### src/rtl/alu_pkg.sv
// Shared encodings for the sequential RV32IM execute ALU: funct3/funct7 values and FSM states.
package alu_pkg;

  localparam logic [2:0] F3_ADD    = 3'b000;
  localparam logic [2:0] F3_SLL    = 3'b001;
  localparam logic [2:0] F3_SLT    = 3'b010;
  localparam logic [2:0] F3_SLTU   = 3'b011;
  localparam logic [2:0] F3_XOR    = 3'b100;
  localparam logic [2:0] F3_SR     = 3'b101;
  localparam logic [2:0] F3_OR     = 3'b110;
  localparam logic [2:0] F3_AND    = 3'b111;

  localparam logic [2:0] F3_MUL    = 3'b000;
  localparam logic [2:0] F3_MULH   = 3'b001;
  localparam logic [2:0] F3_MULHSU = 3'b010;
  localparam logic [2:0] F3_MULHU  = 3'b011;
  localparam logic [2:0] F3_DIV    = 3'b100;
  localparam logic [2:0] F3_DIVU   = 3'b101;
  localparam logic [2:0] F3_REM    = 3'b110;
  localparam logic [2:0] F3_REMU   = 3'b111;

  localparam logic [6:0] F7_BASE   = 7'h00;
  localparam logic [6:0] F7_ALT    = 7'h20;
  localparam logic [6:0] F7_MULDIV = 7'h01;

  typedef enum logic [1:0] {
    IDLE = 2'd0,
    CALC = 2'd1,
    DONE = 2'd2
  } state_e;

endpackage

### src/rtl/alu_muldiv_seq_if.sv
// Operation/result handshake bundle between register-read, the ALU and writeback.
interface alu_muldiv_seq_if #(
  parameter int XLEN = 32
);
  logic            in_valid;
  logic            in_ready;
  logic [XLEN-1:0] reg_source1;
  logic [XLEN-1:0] reg_source2;
  logic [XLEN-1:0] imm_source;
  logic            imm;
  logic [2:0]      funct3;
  logic [6:0]      funct7;
  logic            out_valid;
  logic            out_ready;
  logic [XLEN-1:0] res;
  logic            busy;

  modport master (
    output in_valid, reg_source1, reg_source2, imm_source, imm, funct3, funct7, out_ready,
    input  in_ready, out_valid, res, busy
  );

  modport slave (
    input  in_valid, reg_source1, reg_source2, imm_source, imm, funct3, funct7, out_ready,
    output in_ready, out_valid, res, busy
  );
endinterface

### src/rtl/alu_muldiv_iter.sv
// Iterative unsigned engine: shift-add multiply or restoring divide, one bit per cycle for XLEN cycles.
// Operands arrive as magnitudes; done_o flags the final step, whose value is on acc_nxt_o.
module alu_muldiv_iter #(
  parameter int XLEN = 32
) (
  input  logic              clk,
  input  logic              rst,
  input  logic              start_i,
  input  logic              is_div_i,
  input  logic [XLEN-1:0]   opa_i,
  input  logic [XLEN-1:0]   opb_i,
  output logic              done_o,
  output logic [2*XLEN-1:0] acc_nxt_o
);
  localparam int CNT_W = $clog2(XLEN);

  logic              run_q, run_d;
  logic              div_q, div_d;
  logic [CNT_W-1:0]  cnt_q, cnt_d;
  logic [XLEN-1:0]   m_q, m_d;
  logic [2*XLEN-1:0] acc_q, acc_d;
  logic [XLEN:0]     sum, rsh, diff;

  // acc holds {partial product, multiplier} for mul and {remainder, dividend/quotient} for div
  always_comb begin
    sum  = {1'b0, acc_q[2*XLEN-1:XLEN]} + (acc_q[0] ? {1'b0, m_q} : '0);
    rsh  = acc_q[2*XLEN-1:XLEN-1];
    diff = rsh - {1'b0, m_q};
    if (div_q) begin
      acc_nxt_o = diff[XLEN] ? {rsh[XLEN-1:0], acc_q[XLEN-2:0], 1'b0}
                             : {diff[XLEN-1:0], acc_q[XLEN-2:0], 1'b1};
    end else begin
      acc_nxt_o = {sum, acc_q[XLEN-1:1]};
    end
  end

  assign done_o = run_q && (cnt_q == '0);

  always_comb begin
    run_d = run_q;
    div_d = div_q;
    cnt_d = cnt_q;
    m_d   = m_q;
    acc_d = acc_q;
    if (start_i) begin
      run_d = 1'b1;
      div_d = is_div_i;
      cnt_d = CNT_W'(XLEN - 1);
      m_d   = is_div_i ? opb_i : opa_i;
      acc_d = {{XLEN{1'b0}}, (is_div_i ? opa_i : opb_i)};
    end else if (run_q) begin
      acc_d = acc_nxt_o;
      if (cnt_q == '0) run_d = 1'b0;
      else             cnt_d = cnt_q - CNT_W'(1);
    end
  end

  always_ff @(posedge clk) begin
    if (rst) begin
      run_q <= 1'b0;
      div_q <= 1'b0;
      cnt_q <= '0;
      m_q   <= '0;
      acc_q <= '0;
    end else begin
      run_q <= run_d;
      div_q <= div_d;
      cnt_q <= cnt_d;
      m_q   <= m_d;
      acc_q <= acc_d;
    end
  end
endmodule

### src/rtl/alu_muldiv_seq.sv
// Registered RV32IM execute ALU: base ops and div-by-zero/overflow in 1 cycle, mul/div iterate XLEN cycles.
// Define ALU_FAST_MUL_EN to complete all multiplies in 1 cycle; result holds in DONE until out_ready.
import alu_pkg::*;

module alu_muldiv_seq #(
  parameter int XLEN = 32
) (
  input logic              clk,
  input logic              rst,
  alu_muldiv_seq_if.slave  bus
);
  localparam int SHAMT_W = $clog2(XLEN);
  localparam logic [XLEN-1:0] XMIN = {1'b1, {(XLEN-1){1'b0}}};

  state_e            state_q, state_d;
  logic [XLEN-1:0]   res_q, res_d;
  logic [2:0]        op_q, op_d;
  logic              neg_q, neg_d;
  logic              it_start, it_done;
  logic [2*XLEN-1:0] it_acc;

  logic [XLEN-1:0]    src1, src2, base_res, spec_res, a_mag, b_mag, calc_res;
  logic [SHAMT_W-1:0] shamt;
  logic               is_m, sgn_a, sgn_b, neg_a, neg_b, div_zero, div_ovf;
  logic [2*XLEN-1:0]  prod_s;

  assign src1  = bus.reg_source1;
  assign src2  = bus.imm ? bus.imm_source : bus.reg_source2;
  assign shamt = src2[SHAMT_W-1:0];
  assign is_m  = !bus.imm && (bus.funct7 == F7_MULDIV);

  always_comb begin
    base_res = '0;
    case (bus.funct3)
      F3_ADD:  base_res = (!bus.imm && bus.funct7 == F7_ALT) ? src1 - src2 : src1 + src2;
      F3_SLL:  base_res = src1 << shamt;
      F3_SLT:  base_res = {{(XLEN-1){1'b0}}, $signed(src1) < $signed(src2)};
      F3_SLTU: base_res = {{(XLEN-1){1'b0}}, src1 < src2};
      F3_XOR:  base_res = src1 ^ src2;
      F3_SR:   base_res = bus.funct7[5] ? XLEN'($signed(src1) >>> shamt) : src1 >> shamt;
      F3_OR:   base_res = src1 | src2;
      default: base_res = src1 & src2;
    endcase
  end

  // Signed M-ops run on magnitudes; the sign fix-up is applied once the engine finishes
  always_comb begin
    sgn_a    = (bus.funct3 == F3_MUL) || (bus.funct3 == F3_MULH) || (bus.funct3 == F3_MULHSU) ||
               (bus.funct3 == F3_DIV) || (bus.funct3 == F3_REM);
    sgn_b    = (bus.funct3 == F3_MUL) || (bus.funct3 == F3_MULH) ||
               (bus.funct3 == F3_DIV) || (bus.funct3 == F3_REM);
    neg_a    = sgn_a && src1[XLEN-1];
    neg_b    = sgn_b && src2[XLEN-1];
    a_mag    = neg_a ? -src1 : src1;
    b_mag    = neg_b ? -src2 : src2;
    div_zero = bus.funct3[2] && (src2 == '0);
    div_ovf  = ((bus.funct3 == F3_DIV) || (bus.funct3 == F3_REM)) && (src1 == XMIN) && (src2 == '1);
    if (div_zero) spec_res = bus.funct3[1] ? src1 : '1;
    else          spec_res = bus.funct3[1] ? '0 : XMIN;
  end

`ifdef ALU_FAST_MUL_EN
  logic [2*XLEN-1:0] fast_a, fast_b, fast_p;
  logic [XLEN-1:0]   fast_res;
  assign fast_a   = {{XLEN{neg_a}}, src1};
  assign fast_b   = {{XLEN{neg_b}}, src2};
  assign fast_p   = fast_a * fast_b;
  assign fast_res = (bus.funct3 == F3_MUL) ? fast_p[XLEN-1:0] : fast_p[2*XLEN-1:XLEN];
`endif

  always_comb begin
    prod_s   = neg_q ? -it_acc : it_acc;
    calc_res = '0;
    case (op_q)
      F3_MUL:              calc_res = prod_s[XLEN-1:0];
      F3_DIV, F3_DIVU:     calc_res = neg_q ? -it_acc[XLEN-1:0] : it_acc[XLEN-1:0];
      F3_REM, F3_REMU:     calc_res = neg_q ? -it_acc[2*XLEN-1:XLEN] : it_acc[2*XLEN-1:XLEN];
      default:             calc_res = prod_s[2*XLEN-1:XLEN];
    endcase
  end

  always_comb begin
    state_d  = state_q;
    res_d    = res_q;
    op_d     = op_q;
    neg_d    = neg_q;
    it_start = 1'b0;
    case (state_q)
      IDLE: if (bus.in_valid) begin
        state_d = DONE;
        if (!is_m) begin
          res_d = base_res;
        end else if (div_zero || div_ovf) begin
          res_d = spec_res;
`ifdef ALU_FAST_MUL_EN
        end else if (!bus.funct3[2]) begin
          res_d = fast_res;
`endif
        end else begin
          it_start = 1'b1;
          op_d     = bus.funct3;
          neg_d    = (bus.funct3[2] && bus.funct3[1]) ? neg_a : (neg_a ^ neg_b);
          state_d  = CALC;
        end
      end
      CALC: if (it_done) begin
        res_d   = calc_res;
        state_d = DONE;
      end
      DONE: if (bus.out_ready) state_d = IDLE;
      default: state_d = IDLE;
    endcase
  end

  always_ff @(posedge clk) begin
    if (rst) begin
      state_q <= IDLE;
      res_q   <= '0;
      op_q    <= '0;
      neg_q   <= 1'b0;
    end else begin
      state_q <= state_d;
      res_q   <= res_d;
      op_q    <= op_d;
      neg_q   <= neg_d;
    end
  end

  alu_muldiv_iter #(.XLEN(XLEN)) u_iter (
    .clk       (clk),
    .rst       (rst),
    .start_i   (it_start),
    .is_div_i  (bus.funct3[2]),
    .opa_i     (a_mag),
    .opb_i     (b_mag),
    .done_o    (it_done),
    .acc_nxt_o (it_acc)
  );

  assign bus.in_ready  = (state_q == IDLE);
  assign bus.out_valid = (state_q == DONE);
  assign bus.busy      = (state_q == CALC);
  assign bus.res       = res_q;
endmodule

### src/flat_wrapper.sv
// flat-port wrapper written by rule: the top's interface ports become plain ports
module alu_muldiv_seq_flat 
#(
  parameter int XLEN = 32
)
  (clk, rst, bus_in_valid, bus_reg_source1, bus_reg_source2, bus_imm_source, bus_imm, bus_funct3, bus_funct7, bus_out_ready, bus_in_ready, bus_out_valid, bus_res, bus_busy);
  alu_muldiv_seq_if #(.XLEN(XLEN)) bus_i ();
  input logic clk;
  input logic rst;
  input wire logic [$bits(bus_i.in_valid)-1:0] bus_in_valid;
  input wire logic [$bits(bus_i.reg_source1)-1:0] bus_reg_source1;
  input wire logic [$bits(bus_i.reg_source2)-1:0] bus_reg_source2;
  input wire logic [$bits(bus_i.imm_source)-1:0] bus_imm_source;
  input wire logic [$bits(bus_i.imm)-1:0] bus_imm;
  input wire logic [$bits(bus_i.funct3)-1:0] bus_funct3;
  input wire logic [$bits(bus_i.funct7)-1:0] bus_funct7;
  input wire logic [$bits(bus_i.out_ready)-1:0] bus_out_ready;
  output wire logic [$bits(bus_i.in_ready)-1:0] bus_in_ready;
  output wire logic [$bits(bus_i.out_valid)-1:0] bus_out_valid;
  output wire logic [$bits(bus_i.res)-1:0] bus_res;
  output wire logic [$bits(bus_i.busy)-1:0] bus_busy;
  assign bus_i.in_valid = bus_in_valid;
  assign bus_i.reg_source1 = bus_reg_source1;
  assign bus_i.reg_source2 = bus_reg_source2;
  assign bus_i.imm_source = bus_imm_source;
  assign bus_i.imm = bus_imm;
  assign bus_i.funct3 = bus_funct3;
  assign bus_i.funct7 = bus_funct7;
  assign bus_i.out_ready = bus_out_ready;
  assign bus_in_ready = bus_i.in_ready;
  assign bus_out_valid = bus_i.out_valid;
  assign bus_res = bus_i.res;
  assign bus_busy = bus_i.busy;
  alu_muldiv_seq #(.XLEN(XLEN)) u_core (.clk(clk), .rst(rst), .bus(bus_i));
endmodule
### config.mk
export PLATFORM = sky130hd
export DESIGN_NAME = alu_muldiv_seq_flat
export DESIGN_NICKNAME = d
export VERILOG_FILES = /design/src/rtl/alu_pkg.sv /design/src/rtl/alu_muldiv_seq_if.sv /design/src/rtl/alu_muldiv_iter.sv /design/src/rtl/alu_muldiv_seq.sv /design/src/flat_wrapper.sv
export SDC_FILE = /design/constraint.sdc
export NUM_CORES = 1
export LEC_CHECK = 0
export BUFFER_PORTS_ARGS = -buffer_cell sky130_fd_sc_hd__buf_2
export CAP_MARGIN = 20
export CORE_MARGIN = 2
export CORE_UTILIZATION = 35
export DETAILED_ROUTE_END_ITERATION = 10
export HOLD_SLACK_MARGIN = 0.02
export PLACE_DENSITY = 0.61
export SLEW_MARGIN = 5
export SYNTH_ARGS = -nofsm -noshare
export SYNTH_HDL_FRONTEND = slang
export SYNTH_SLANG_ARGS = --single-unit
### constraint.sdc
create_clock -name clk -period 9.1 [get_ports clk]
set_input_delay 1.365 -clock clk [delete_from_list [all_inputs] [get_ports clk]]
set_output_delay 1.365 -clock clk [all_outputs]
set_load 0.05 [all_outputs]
==> summary.txt <==
Status
  – Status: finished clean

Synthesis
  – Synth async-reset ratio: 0%
  – Average size of a mapped cell: 6.82 sq um
  – Mapped Cells: ~3600
  – Post-synth EDFFs: 0
  – Post-Syn Area: roughly 0.025 sq mm
  – Synth area leader: dfxtp_1
  – Synth top area cells: dfxtp_1 (11%), ha_1 (8.5%), mux2i_1 (7.4%), nor2_1 (6.7%), o21ai_0 (6.4%)
  – Synth Register Bits: about 140
  – Post-synth net total: 3909
  – Ys flop type: dfxtp_1
  – Sequential area share after synthesis: 11.4%
  – Ys Warns: 0
  – Synth top area share: approximately 11%
  – Post-synth cell types: 106

CTS
  – CTS Hold Bufs: 0
  – CTS tree: built
  – Clock Path Buffers: 2
  – CTS H-tree lvls: 4
  – Cts bufs inserted: 17
  – Setup repair bufs after CTS: 0
  – Clock latency on the worst-skew pair: roughly 460 ps
  – Worst-path clk slew: ~60 ps
  – Sink Count: ~140
  – Post-cts sizing count: 0
  – Clock root buffer: clkbuf_16

Critical path
  – CP Max Fanout: 48
  – CP Data Required Time: ~9400 ps
  – CP Class: in -> reg
  – Setup crit end kind: register
  – Worst EP arrival: between 7000 and 8000 ps
  – Cells on worst reg2reg path: 21
  – Crit path launch type: input pin

STA
  – Worst-margin pin slew: around 1100 ps
  – RSZ-0062 raised after global routing: no
  – Setup TNS: 0 ps
  – Minimum clock period: around 7000 ps
  – Peak Freq: approximately 140 MHz
  – Final period util: 77.2%
  – Slew Limit Headroom: about 22%
  – Final setup viols: 0
  – Pins Over Slew Limit: 0
  – PnR worst setup slack: 2080 ps
  – Clk_skew: roughly 9 ps
  – Endpoints failing hold: 0

Placement
  – IO buf count: 145
  – GPL Wtd Cong: just over 1
  – Pre-CTS setup slack: between 1500 and 2000 ps
  – Hpwl dp: 92900 um

Job
  – Max Cap Viol: 0

Floorplan
  – Core Region: about 0.070 sq mm
  – # rows: 97
  – Die Area: 0.0728 sq mm
  – Chip height: around 270 um
  – Io pins: 146
  – Die X: about 270 um
  – Starting Density: approximately a third

Global routing
  – First-pass GRT wire length: 176000 um
  – Largest net degree at the start of global routing: between 80 and 90
  – Grt ovf: 0
  – Vias in the first global route: ~27000
  – Initial antenna violation count: 2
  – GRT Total Usage: 31.5%

Routing
  – Routed WL: roughly 120000 um
  – Via density: between 6 and 7
  – DRC viols: 0
  – Final ANT Viol Nets: 0
  – Average routed wire per standard cell: about 27 um
  – Iteration count of the initial detailed-routing pass: 8
  – Via count: 29158
  – Initial DRC Count: 3615

Finish
  – Layout area overhead: 7.88%
  – Net count, final: 3864
  – Commonest non-fill, non-tap cell in the layout: nor2_1
  – Layout cells sized above 1: approximately a tenth
  – Commonest non-fill, non-tap cells in the layout: nor2_1 (439), nand2_1 (326), o21ai_0 (317), a21oi_1 (304), mux2i_1 (176)

Power and ir drop
  – PD cells: 96.4 mW/mm^2
  – Leak: 10.6 nW
  – Max rail drop VDD: roughly 0.079 mV

Worst hold path
  – Hold crit path type: reg -> reg
  – Hold path cells: 2
[final timing paths]
path	startpoint	endpoint	slack, ps
worst max-delay path	bus_imm	u_core.bus.res[29]	2080
worst min-delay path	u_core.bus.res[2]	u_core.bus.res[2]	450
worst max register to register	u_core.u_iter.acc_q[31]	u_core.bus.res[26]	2740
worst min register to register	u_core.bus.res[2]	u_core.bus.res[2]	450
[sequential cells by signal, summed over array words and instances, names as in the netlist]
register,flops
u_core.u_iter.div_q,1
u_core.u_iter.acc_q,64
u_core.bus.res,32
u_core.state_q,2
u_core.u_iter.cnt_q,5
u_core.u_iter.run_q,1
u_core.neg_q,1
u_core.u_iter.m_q,32
u_core.op_q,3
[metrics by stage]
step / power [mW] / instances / area, sq um / util (%) / hold WS [ps]
2_1_floorplan: 1.40 / 3626 / 24700 / - / 461
3_3_place_gp: 1.84 / 4501 / 26100 / 37.3 / 445
3_5_place_dp: 1.83 / 4501 / 26100 / 37.3 / 446
4_1_cts: 2.53 / 4532 / 26700 / 38.1 / 455
5_1_grt: 2.65 / 4533 / 26700 / 38.1 / 485
6_report: 2.57 / 4535 / 26700 / 38.1 / 454
[power breakdown]
group	leakage, nW	switching [mW]	internal [mW]
registers	1.14	0.0229	0.633
clock network	0.260	0.297	0.401
logic	9.23	0.849	0.370
total	10.6	1.17	1.40
[worst max-delay path, cell delays in order]
cell       delay, ps
buf_2            160
buf_4            600
mux2i_1          710
inv_1            200
ha_1             340
a21oi_1          210
o21ai_0          130
a221oi_1         290
o21ai_0          260
a211oi_1         300
buf_4            180
o21ai_0          220
a221oi_1         500
a211o_1          220
a2bb2oi_1        170
o31ai_1          100
xor2_1           190
a2111oi_0        940
o32ai_1          210
[final cells by class]
| cell class | instances | area (sq um) |
|---|---|---|
| Clock inverter | 10 | 118 |
| Antenna cell | 2 | 5.00 |
| Timing Repair Buffer | 200 | 1140 |
| Fill cell | 7532 | 43300 |
| Tap cell | 940 | 1180 |
| Clock buffer | 21 | 440 |
| Sequential cell | 141 | 2830 |
| Multi-Input combinational cell | 3067 | 20400 |
| Inverter | 154 | 578 |
[Yosys cell counts, types with 38 or more instances]
master    count
nor2_1      440
nand2_1     326
o21ai_0     317
a21oi_1     305
clkbuf_1    212
mux2i_1     182
ha_1        168
inv_1       148
dfxtp_1     141
xnor2_1     132
a211oi_1    127
nor3_1      102
nand3_1      71
o211ai_1     71
a31oi_1      59
and2_1       47
xor2_1       44
a21o_1       43
nand4_1      42
nor2b_1      38
[cell families (layout without fill, tap and decap cells)]
family | Yosys count | in the layout | synth area share, %
simple gates | 1256 | 1256 | 23.9
compound gates | 1243 | 1243 | 32.7
buf+inv | 418 | 385 | 6.52
mux | 220 | 220 | 10.4
xor+xnor | 176 | 176 | 6.23
fa+ha+maj | 172 | 172 | 8.82
flops | 141 | 141 | 11.4
other cells | 0 | 2 | 0
[routing by layer]
| layer | vias up | share of wire [%] | global-route usage (%) |
|---|---|---|---|
| met5 | - | 0 | 0 |
| met4 | 0 | 7.9 | 20.8 |
| met3 | 409 | 9.2 | 4.50 |
| met2 | 1763 | 44 | 50.2 |
| met1 | 13693 | 39 | 39.7 |
| li1 | 13293 | - | - |
No activity file was read; power rests on OpenSTA's default activity.
